## config.mk

```make
export PLATFORM = sky130hd
export DESIGN_NAME = vc_queue_2entry
export DESIGN_NICKNAME = d
export VERILOG_FILES = /design/src/rtl/vc_queue_2entry.sv
export SDC_FILE = /design/constraint.sdc
export NUM_CORES = 1
export LEC_CHECK = 0
export BUFFER_PORTS_ARGS = -buffer_cell sky130_fd_sc_hd__buf_2
export CAP_MARGIN = 10
export CORE_MARGIN = 2
export CORE_UTILIZATION = 46
export DETAILED_ROUTE_END_ITERATION = 16
export PLACE_DENSITY_LB_ADDON = 0.15
export SYNTH_ARGS = -nofsm -noshare
export SYNTH_HDL_FRONTEND = slang
export SYNTH_SLANG_ARGS = --single-unit
```

## constraint.sdc

```tcl
create_clock -name clk -period 4.15 [get_ports clk]
set_input_delay 0 -clock clk [delete_from_list [all_inputs] [get_ports clk]]
set_output_delay 0 -clock clk [all_outputs]
set_load 0.02 [all_outputs]
```

## src/rtl/vc_queue_2entry.sv

```systemverilog
// vc_queue_2entry
// ---------------
// Two-entry FIFO queue with valid/ready handshakes on both sides. The two
// storage words form a circular buffer addressed by a 1-bit enqueue pointer
// and a 1-bit dequeue pointer. A 2-bit occupancy count tells full from empty.
//
// The queue has no bypass path, so a word written at one clock edge appears
// at the head after that edge. enq_rdy depends only on state and reset.
// deq_val and deq_bits depend only on state. Because of this, neither
// handshake side has a combinational path through to the other side.
//
// Ports
//   clk       in   1        clock, all state updates on the rising edge
//   reset     in   1        synchronous active-high reset
//   enq_val   in   1        upstream presents a valid word
//   enq_rdy   out  1        queue can accept a word this cycle
//   enq_bits  in   DATA_SZ  word to enqueue
//   deq_val   out  1        head word is valid
//   deq_rdy   in   1        downstream accepts the head word
//   deq_bits  out  DATA_SZ  head word (don't-care while deq_val is 0)
//   count     out  2        number of occupied entries, 0..2

module vc_queue_2entry #(
    parameter int DATA_SZ = 32
) (
    input  logic               clk,
    input  logic               reset,
    input  logic               enq_val,
    output logic               enq_rdy,
    input  logic [DATA_SZ-1:0] enq_bits,
    output logic               deq_val,
    input  logic               deq_rdy,
    output logic [DATA_SZ-1:0] deq_bits,
    output logic [1:0]         count
);

    logic [DATA_SZ-1:0] entry_q [2];
    logic               enqPtr_q, enqPtr_d;
    logic               deqPtr_q, deqPtr_d;
    logic [1:0]         count_q,  count_d;

    logic enqFire;
    logic deqFire;

    // Handshake outputs come from registered state and reset only.
    // Holding enq_rdy low during reset keeps words out of storage while the
    // pointers are being cleared.
    always_comb begin
        enq_rdy  = (count_q != 2'd2) && !reset;
        deq_val  = (count_q != 2'd0);
        deq_bits = entry_q[deqPtr_q];
        count    = count_q;
        enqFire  = enq_val && enq_rdy;
        deqFire  = deq_val && deq_rdy;
    end

    // Next-state pointer and count logic. Each pointer toggles when its own
    // side fires. The count stays the same when both sides fire or when
    // neither fires. When full, enq_rdy is low and enqFire cannot be set.
    // When empty, deq_val is low and deqFire cannot be set. So the count
    // stays within 0..2.
    always_comb begin
        enqPtr_d = enqPtr_q;
        deqPtr_d = deqPtr_q;
        count_d  = count_q;
        if (enqFire) begin
            enqPtr_d = ~enqPtr_q;
        end
        if (deqFire) begin
            deqPtr_d = ~deqPtr_q;
        end
        if (enqFire && !deqFire) begin
            count_d = count_q + 2'd1;
        end else if (deqFire && !enqFire) begin
            count_d = count_q - 2'd1;
        end
    end

    // Control state register. Reset clears occupancy and both pointers,
    // which discards any words still held in storage.
    always_ff @(posedge clk) begin
        if (reset) begin
            enqPtr_q <= 1'b0;
            deqPtr_q <= 1'b0;
            count_q  <= 2'd0;
        end else begin
            enqPtr_q <= enqPtr_d;
            deqPtr_q <= deqPtr_d;
            count_q  <= count_d;
        end
    end

    // Data storage is not reset. The count decides which entries are
    // meaningful. enqFire is already gated by reset, through enq_rdy.
    always_ff @(posedge clk) begin
        if (enqFire) begin
            entry_q[enqPtr_q] <= enq_bits;
        end
    end

endmodule

```

==> impl_metrics.env <==
export IMPL_firstDrtPassIters=4
export IMPL_ctsRootBufferMaster="clkbuf_8"
export IMPL_hold_path_class="primary input to flop"
export IMPL_grt_pass1_wl_um=7320
export IMPL_clk_pin_slew_worst_paths_ps=70
export IMPL_power_density_nw_per_um2=550
export IMPL_synth_top_family_by_area="multiplexers"
export IMPL_netlist_area_um2=2540
export IMPL_synthAdderAreaFrac=0.00493
export IMPL_vias=1495
export IMPL_synth_edf_count=64
export IMPL_synth_most_common_cell="edfxtp_1"
export IMPL_io_pins=72
export IMPL_die_width_um=78.3
export IMPL_viasPerCell=4.72
export IMPL_power_w=0.00193
export IMPL_cp_end_kind="flop"
export IMPL_cts_tree="built"
export IMPL_synth_compound_area_frac=0.00985
export IMPL_yosys_area_share_simple=0.0236
export IMPL_hold_path_end="deqPtr_q$_SDFFE_PP0P_"
export IMPL_min_delay_path_depth=4
export IMPL_drv_cap=0
export IMPL_design_die_area_um2=6130
export IMPL_max_freq_ghz=0.582
export IMPL_drt_iter0_markers=62
export IMPL_slew_viol_final=0
export IMPL_rr_startpoint="count[1]$_SDFFE_PP0P_"
export IMPL_fin_crit_sh=0.414
export IMPL_core_area_um2=5410
export IMPL_synth_top_cell_area_share=0.757
export IMPL_first_global_vias=1595
export IMPL_r2r_slack_ps=2430
export IMPL_die_h_um=78.3
export IMPL_async_flop_share=0
export IMPL_synthCells=127
export IMPL_startpoint_type="flop"
export IMPL_antenna_found_initial=0
export IMPL_avgRoutedWirePerCell_um=14.5
export IMPL_path_cells="nor2b_2 -> nor3_1 -> ha_1 -> or3_1 -> a21oi_1"
export IMPL_max_slew_margin_rel=0.705
export IMPL_finalHoldViolations=0
export IMPL_synth_seq_cells=69
export IMPL_yosysUniqueCellTypes=18
export IMPL_synth_ff_type="edfxtp_1"
export IMPL_grt_util_met2=0.279
export IMPL_met1_usage=0.178
export IMPL_fin_nets=277
export IMPL_path_max_fanout=6
export IMPL_core_rowCount=27
export IMPL_leakage_nw=1.34
export IMPL_r2r_end="count[1]$_SDFFE_PP0P_"
export IMPL_min_from="deq_rdy"
export IMPL_syn_num_nets=164
export IMPL_synth_area_leaders="edfxtp_1 (76%), mux2_2 (13%), dfxtp_1 (3.9%)"
export IMPL_yosysWarnings=0
export IMPL_gr_usage_met3=0.0529
export IMPL_setup_viol=0
export IMPL_postRouteAntennaNets=0
export IMPL_place_port_buffers=71
export IMPL_setup_tns_ps=0
export IMPL_insertion_delay_ps=320
export IMPL_synthMuxAreaShare=0.142
export IMPL_path_class="flop to flop"
export IMPL_drcViolationCount=0
export IMPL_fin_crit_ps=1720
export IMPL_tightestPinTransition_ps=443
export IMPL_cp_startpoint="count[1]$_SDFFE_PP0P_"
export IMPL_overflow=0
export IMPL_synth_common_cells="edfxtp_1 (64), mux2_2 (30), dfxtp_1 (5)"
export IMPL_avgSynthCellArea_um2=20.0
export IMPL_diodes=0
export IMPL_rsz0062_at_grt="false"
export IMPL_nFillCells=415
export IMPL_area_growth_pct=37.9
export IMPL_hpwlAfterDp_um=2690
export IMPL_slowest_stage="dfxtp_1"
export IMPL_grt_max_degree=33
export IMPL_place_congestion=0.718
export IMPL_peakVddDrop_mv=0.355
export IMPL_synthXorXnorAreaFrac=0.0103
export IMPL_grt_total_usage=0.161
export IMPL_cp_arrival_ps=1970
export IMPL_start_util=0.470
export IMPL_max_stage_delay_ps=390
export IMPL_cts_num_sinks=69
export IMPL_routed_wl_um=4610
export IMPL_cts_inserted_buffers=9
export IMPL_reg2reg_depth=5
export IMPL_required_ps=4400
export IMPL_ys_seq_area_frac=0.796
export IMPL_h_tree_depth=3
export IMPL_skew_ps=3.04
export IMPL_clockBufferDepth=2
export IMPL_yosysTopAreaCell="edfxtp_1"
export IMPL_grt_busiest_layer="met2"
export IMPL_outcome="finished clean"
export IMPL_drive_above_1_share=0.490
area by class of cell:
cell class	count	area [µm²]	share of cell area
Clock buffer	9	124	0.0354
Clock inverter	7	56.3	0.0161
Inverter	1	3.75	0.00107
Multi-Input combinational cell	52	499	0.143
Sequential cell	69	2020	0.577
Tap cell	72	90.1	0.0257
Timing Repair Buffer	107	708	0.202
through the flow:
stage	hold slack [ps]	utilization	cells	instance area, µm²	setup WS (ps)
after global routing	127	0.648	317	3500	2300
after CTS	89.0	0.648	317	3500	2410
after global placement	188	0.554	268	2990	2570
final	116	0.648	317	3500	2430
after detailed placement	193	0.554	268	2990	2430
after floorplan	98.9	-	127	2550	1310
cells by family (layout without fill, tap and decap cells):
group | after synthesis | after routing
xor+xnor | 3 | 3
fa+ha+maj | 1 | 1
compound gates | 5 | 5
buf+inv | 6 | 124
simple gates | 11 | 11
flops | 69 | 69
mux | 32 | 32
worst max-delay path, delay by kind of cell, from the launching register on:
family                   cells  cell delay [ps]
flip-flops                   1              390
AND/OR/NAND/NOR              3              760
AO/OA/AOI/OAI                1              160
adder cells (fa/ha/maj)      1              340
report_power, final:
group	switching [W]	leakage, nW	internal [W]	total [W]
sequential	0.0000286	0.628	0.000839	0.000867
combinational	0.000325	0.613	0.000240	0.000565
clock	0.000227	0.0953	0.000268	0.000495
state kept, by name (all words and copies together) (netlist names), named ones only:
register	cells
entry_q	64
deqPtr_q	1
enqPtr_q	1
count	2
worst max-delay path by stage:
stage / end / slack [ps] / depth (start not counted)
after global routing: count[1]$_SDFFE_PP0P_ / 2300 / 6
final: count[1]$_SDFFE_PP0P_ / 2430 / 5
after CTS: count[1]$_SDFFE_PP0P_ / 2410 / 5
after global placement: entry_q[1][4]$_DFFE_PP_ / 2570 / 4
after detailed placement: count[1]$_SDFFE_PP0P_ / 2430 / 5
after floorplan: entry_q[0][0]$_DFFE_PP_ / 1310 / 2
metal layers:
metal  part of all wire  vias up
li1                   -      714
met1               0.42      735
met2               0.53       42
met3              0.048        4
met4              0.010        0
met5                  0        -
cell usage in the layout (no fill, tap or decap):
cell type       n
clkinv_2        3
nor3_1          1
and2_1          1
dlygate4sd3_1  33
ha_1            1
clkbuf_8        9
buf_4           3
clkinv_1        3
o21ai_0         3
mux2_2         30
nor4_4          1
bufinv_16       1
mux2_1          2
buf_2          71
inv_1           1
a21oi_1         2
or2_2           1
dfxtp_1         5
nor2_1          4
xor2_1          3
nor2b_2         1
edfxtp_1       64
or3_1           2
timing repair:
| item | in CTS | in global routing |
|---|---|---|
| setup buffers | 0 | 0 |
| hold buffers | 33 | 0 |
| hold endpoints to repair | 69 | 0 |
| gates resized for setup | 0 | 0 |
(Power assumes the default switching activity.)
